===== src/rtl/rate_seq_pkg.sv =====
`default_nettype none
// ============================================================================
// Module : rate_seq_pkg
// Brief  : Shared state/speed encodings and divider reload helper.
// Rev    : 1.0  initial release
// ============================================================================
package rate_seq_pkg;

  localparam int unsigned RELOAD_W = 32;

  typedef enum logic [1:0] {
    ST_IDLE  = 2'd0,
    ST_RUN   = 2'd1,
    ST_PAUSE = 2'd2
  } state_e;

  typedef enum logic [1:0] {
    SPD_EVERY = 2'b00,
    SPD_X1    = 2'b01,
    SPD_X2    = 2'b10,
    SPD_X4    = 2'b11
  } speed_e;

  // Terminal count for a speed; the tick period is this value plus one.
  function automatic logic [RELOAD_W-1:0] reload(input speed_e sel,
                                                 input logic [RELOAD_W-1:0] period_1);
    logic [RELOAD_W-1:0] r;
    r = '0;
    case (sel)
      SPD_EVERY: r = '0;
      SPD_X1:    r = period_1 - RELOAD_W'(1);
      SPD_X2:    r = (period_1 << 1) - RELOAD_W'(1);
      SPD_X4:    r = (period_1 << 2) - RELOAD_W'(1);
      default:   r = '0;
    endcase
    return r;
  endfunction

endpackage
`default_nettype wire


===== src/rtl/rate_divider_core.sv =====
`default_nettype none
// ============================================================================
// Module : rate_divider_core
// Brief  : Loadable down-counter shared by every speed; stops at zero.
// Rev    : 1.0  initial release
// ============================================================================
module rate_divider_core #(
  parameter int unsigned QW = 28
) (
  input  logic          clock_i,
  input  logic          load_i,
  input  logic [QW-1:0] load_val_i,
  input  logic          dec_i,
  output logic [QW-1:0] q_o,
  output logic          zero_o
);

  logic [QW-1:0] q_q;
  logic [QW-1:0] q_d;

  // No reset of its own: the owner asserts load during its reset.
  always_comb begin
    q_d = q_q;
    if (load_i) begin
      q_d = load_val_i;
    end else if (dec_i && !zero_o) begin
      q_d = q_q - QW'(1);
    end
  end

  always_ff @(posedge clock_i) begin
    q_q <= q_d;
  end

  assign q_o    = q_q;
  assign zero_o = (q_q == '0);

endmodule
`default_nettype wire


===== src/rtl/rate_sequencer.sv =====
`default_nettype none
// ============================================================================
// Module : rate_sequencer
// Brief  : Four-rate tick sequencer with deferred rate change and pause.
// Rev    : 1.0  initial release
// ============================================================================
module rate_sequencer
  import rate_seq_pkg::*;
#(
  parameter int unsigned PERIOD_1 = 50_000_000,
  parameter int unsigned QW       = 28
) (
  input  logic       clock_i,
  input  logic       clear_i,
  input  logic       run_en_i,
  input  logic [1:0] speed_sel_i,
  output logic       tick_o,
  output logic [3:0] count_o,
  output logic [1:0] speed_active_o,
  output logic       pending_o
);

  function automatic logic [QW-1:0] reload_qw(input speed_e s);
    return QW'(reload(s, RELOAD_W'(PERIOD_1)));
  endfunction

  state_e        state_q, state_d;
  logic          tick_q, tick_d;
  logic [3:0]    count_q, count_d;
  speed_e        speed_active_q, speed_active_d;
  logic          pending_q, pending_d;

  speed_e        w_sel;
  logic          w_load;
  logic          w_dec;
  logic [QW-1:0] w_q;
  logic          w_zero;

  assign w_sel = speed_e'(speed_sel_i);

  rate_divider_core #(
    .QW (QW)
  ) u_divider (
    .clock_i    (clock_i),
    .load_i     (clear_i | w_load),
    .load_val_i (reload_qw(w_sel)),
    .dec_i      (w_dec & ~clear_i),
    .q_o        (w_q),
    .zero_o     (w_zero)
  );

  always_comb begin
    state_d        = state_q;
    tick_d         = 1'b0;
    count_d        = count_q;
    speed_active_d = speed_active_q;
    pending_d      = pending_q;
    w_load         = 1'b0;
    w_dec          = 1'b0;
    case (state_q)
      ST_IDLE: begin
        w_load         = 1'b1;
        speed_active_d = w_sel;
        pending_d      = 1'b0;
        if (run_en_i) begin
          state_d = ST_RUN;
        end
      end
      ST_RUN, ST_PAUSE: begin
        if (run_en_i) begin
          state_d = ST_RUN;
          if (w_zero) begin
            tick_d         = 1'b1;
            count_d        = count_q + 4'd1;
            w_load         = 1'b1;
            speed_active_d = w_sel;
            pending_d      = 1'b0;
          end else begin
            w_dec     = 1'b1;
            pending_d = (w_sel != speed_active_q);
          end
        end else begin
          // Paused edges hold the period, except a new speed restarts it.
          state_d   = ST_PAUSE;
          pending_d = 1'b0;
          if (w_sel != speed_active_q) begin
            w_load         = 1'b1;
            speed_active_d = w_sel;
          end
        end
      end
      default: begin
        state_d = ST_IDLE;
      end
    endcase
  end

  always_ff @(posedge clock_i) begin
    if (clear_i) begin
      state_q        <= ST_IDLE;
      tick_q         <= 1'b0;
      count_q        <= 4'd0;
      speed_active_q <= w_sel;
      pending_q      <= 1'b0;
    end else begin
      state_q        <= state_d;
      tick_q         <= tick_d;
      count_q        <= count_d;
      speed_active_q <= speed_active_d;
      pending_q      <= pending_d;
    end
  end

  // The divider can never hold more than the active speed's reload value.
  always @(posedge clock_i) begin
    if (!clear_i) begin
      a_q_bounded: assert (w_q <= reload_qw(speed_active_q));
    end
  end

  assign tick_o         = tick_q;
  assign count_o        = count_q;
  assign speed_active_o = speed_active_q;
  assign pending_o      = pending_q;

endmodule
`default_nettype wire


===== config.mk =====
export PLATFORM = sky130hd
export DESIGN_NAME = rate_sequencer
export DESIGN_NICKNAME = d
export VERILOG_FILES = /design/src/rtl/rate_seq_pkg.sv /design/src/rtl/rate_divider_core.sv /design/src/rtl/rate_sequencer.sv
export SDC_FILE = /design/constraint.sdc
export NUM_CORES = 1
export LEC_CHECK = 0
export BUFFER_PORTS_ARGS = -buffer_cell sky130_fd_sc_hd__buf_2
export CAP_MARGIN = 20
export CELL_PAD_IN_SITES_DETAIL_PLACEMENT = 1
export CELL_PAD_IN_SITES_GLOBAL_PLACEMENT = 1
export CORE_UTILIZATION = 25
export DETAILED_ROUTE_END_ITERATION = 12
export GPL_TIMING_DRIVEN = 0
export HOLD_SLACK_MARGIN = 0.08
export PLACE_DENSITY = 0.47
export SYNTH_ARGS = -nofsm -noshare
export SYNTH_HDL_FRONTEND = slang
export SYNTH_SLANG_ARGS = --single-unit

===== constraint.sdc =====
create_clock -name clock_i -period 7.1 [get_ports clock_i]
set_input_delay 0.71 -clock clock_i [delete_from_list [all_inputs] [get_ports clock_i]]
set_output_delay 0.71 -clock clock_i [all_outputs]
set_load 0.1 [all_outputs]

==> summary.md <==
| Metric | Value |
|---|---|
| Critical Path Start Type | `register` |
| Syn_nets | `230` |
| Critical Path Slowest Stage Cell | `edfxtp_1` |
| Post-route ant nets | `0` |
| Worst slew pin tran | `678 ps` |
| Gr usage total | `12.0%` |
| Seq/Total Area, Yosys | `44.6%` |
| Worst EP arrival | `3340 ps` |
| CTS buffer count | `5` |
| Most frequent CP cell | `buf_12` |
| Hold depth | `2` |
| Adder-cell share of the synthesized area | `4.74%` |
| Worst clock skew | `7.61 ps` |
| Minimum clock period | `3340 ps` |
| CTS tree | `done` |
| Hold buffer count at CTS | `0` |
| Nets | `250` |
| Rows | `35` |
| Post-place setup slack | `3700 ps` |
| Routed WL | `5.45 mm` |
| Post-Syn Area | `0.00238 mm^2` |
| CP required | `7100 ps` |
| Die X | `99.5 um` |
| Layout cells sized above 1 | `19.8%` |
| Synthesized-area fraction occupied by and/or/nand/nor cells | `20.0%` |
| Final Cell Area | `0.00272 mm^2` |
| CP Capture Type | `register` |
| DR WL/cell | `14.9 um` |
| Pre-antenna DRT Iters | `4` |
| Starting density of the core | `25.7%` |
| HPWL Detailed | `4.03 mm` |
| Compound-gate portion of the synthesized area | `8.95%` |
| Net switching power figure | `0.189 mW` |
| Post-Syn Instances | `216` |
| Skew-Pair Late Insertion Delay | `290 ps` |
| Initial antenna violation count | `0` |
| Core area | `0.00924 mm^2` |
| Vias in the first global route | `1,807` |
| Grt ovf | `0` |
| Placed Area | `0.00263 mm^2` |
| Max Clk Rate | `299 MHz` |
| Unrepaired setup endpoints after global routing | `false` |
| Switch share | `31.3%` |
| Pwr dens | `222 mW/mm^2` |
| Largest net degree at the start of global routing | `18` |
| P_int | `0.415 mW` |
| Setup TNS | `0 ps` |
| Fill count | `1,053` |
| Setup Buffers After CTS | `0` |
| Max-Cap Viols | `0` |
| Max rail drop VDD | `0.0754 mV` |
| Synth area leader | `edfxtp_1` |
| First DRT Iteration DRCs | `46` |
| CP peak stage delay | `480 ps` |
| Area delta synth->final | `14.3%` |
| Yosys reg bits | `38` |
| Post-cts sizing count | `0` |
| CP bufs+invs | `5` |
| I/O Buffers | `12` |
| GRT Max-Usage Layer | `met2` |
| Max clock buf depth | `2` |
| First-pass GRT wire length | `9.17 mm` |
| GR Util met3 | `2.53%` |
| Multi-input logic area | `0.00121 mm^2` |
| Levels on crit path | `10` |
| Post-route total power | `0.604 mW` |
| Via density | `4.53` |
| CTS clk-pin slew, worst paths | `80 ps` |
| Clock sink count | `38` |
| Number of synthesized flops with an enable pin | `30` |
| Storage cell area | `0.00106 mm^2` |
| CP cell instances | `nor3_1 -> and4_1 -> buf_2 -> nand4_4 -> a21o_1 -> buf_6 -> buf_12 -> buf_12 -> nand2_1 -> buf_16` |
| Ys async rst share | `0%` |
| Die H | `99.5 um` |
| Main flop type after synthesis | `edfxtp_1` |
| Reg power frac | `52.4%` |
| Max-slew headroom | `54.4%` |
| Worst setup path class | `reg -> reg` |
| Share of the synthesized area in the top cell type | `37.9%` |
| Diode count | `0` |
| Vias | `1,659` |
| Syn_area_per_cell | `11.0 um^2` |
| Largest cells by area after synthesis | `edfxtp_1 (38%), dfxtp_1 (6.7%), xnor2_1 (6.6%), ha_1 (4.7%), xor2_1 (3.7%)` |
| GP Congestion | `0.779` |
| XOR/XNOR Fraction of Synth Area | `10.3%` |
| R2R depth | `10` |
| Finish-stage setup viols | `0` |
| Mux share of post-synthesis cell area | `6.74%` |
| CTS Root Cell | `clkbuf_8` |
| Ys Warns | `0` |
| Final Cycle Share | `47.1%` |
| H-tree levels | `2` |
| Final WS setup | `3760 ps` |
| Combinational fraction of design power | `21.8%` |
| GR Util met1 | `15.4%` |
| Leak | `0.930 nW` |
| Status | `finished clean` |
| Final hold vios | `0` |
| CP max FO | `17` |
| Die ar. | `0.00990 mm^2` |
| Clk pwr share | `25.9%` |
| Top Ports | `13` |
| CP delay by family, top | `simple AND/OR/NAND/NOR gates` |
| Met2 usage in global routing | `20.2%` |
| Yosys cell types | `44` |
| Fin. max-slew vios | `0` |
| HP Class | `reg -> reg` |
| # DRC | `0` |
| Top cell types by occurrence after synthesis | `edfxtp_1 (30), nor2_1 (20), xnor2_1 (18)` |
| Largest family of logic cells by synthesized area | `simple AND/OR/NAND/NOR gates` |
| Cell with the most instances after synthesis | `edfxtp_1` |
layout by cell type (no fill, tap or decap), drive strengths merged, types with 9 or more instances in the layout:
cell type,synthesis,layout
edfxtp,30,30
nor2,20,20
buf,6,19
xnor2,18,18
a21oi,17,17
nand2,11,11
nor4,11,11
xor2,10,10
clkbuf,3,10
inv,9,9
ha,9,9
flip-flops by register name, summed over array words and instances (netlist names):
signal	count
pending_o	1
speed_active_o	2
u_divider.q_o	28
count_o	4
state_q	2
tick_o	1
stage by stage:
stage          cells  utilization [%]  hold slack [ps]
3_3_place_gp     357             28.1              447
3_5_place_dp     358             28.4              453
5_1_grt          366             29.4              490
4_1_cts          366             29.4              467
2_1_floorplan    216                -              493
6_report         366             29.4              467
worst reg2reg max path, delay by kind of cell, from the launching register on:
kind	cells	cell delay, ps
flip-flops	1	480
AND/OR/NAND/NOR	4	1410
buffers and inverters	5	910
AO/OA/AOI/OAI	1	240
worst paths after layout:
kind	to	from	slack, ps
setup / recovery	u_divider.q_o[19]	u_divider.q_o[2]	3760
hold / removal	pending_o	pending_o	470
setup reg to reg	u_divider.q_o[19]	u_divider.q_o[2]	3760
hold reg to reg	pending_o	pending_o	470
final cells by class:
type / count / area share (%)
multi-input combinational: 160 / 44.4
sequential: 38 / 39.0
tap: 129 / 5.94
timing repair buffer: 13 / 3.22
clock buffer: 7 / 3.18
buffer: 9 / 2.81
inverter: 9 / 1.24
clock inverter: 1 / 0.184
logic make-up (layout without fill, tap and decap cells):
| group | count (synthesis) | after routing |
|---|---|---|
| xor+xnor | 28 | 28 |
| compound gates | 29 | 29 |
| buf+inv | 18 | 39 |
| fa+ha+maj | 9 | 9 |
| flops | 38 | 38 |
| mux | 15 | 15 |
| simple gates | 79 | 79 |
metal layers:
layer	vias to the layer above	part of all wire, %	routed length (um)
met5	-	0	0
met4	0	1.3	71
met3	7	2.3	123
met2	20	47	2560
met1	799	49	2690
li1	833	-	-
power by group through the flow:
stage                     sequential, mW  clock, mW  combinational (mW)
after global routing               0.322      0.171               0.145
after detailed placement           0.322          0               0.133
after CTS                          0.317      0.164               0.135
final                              0.316      0.156               0.132
after floorplan                    0.323          0              0.0918
after global placement             0.322          0               0.129
Note: power is estimated with default switching activity, not from simulation.
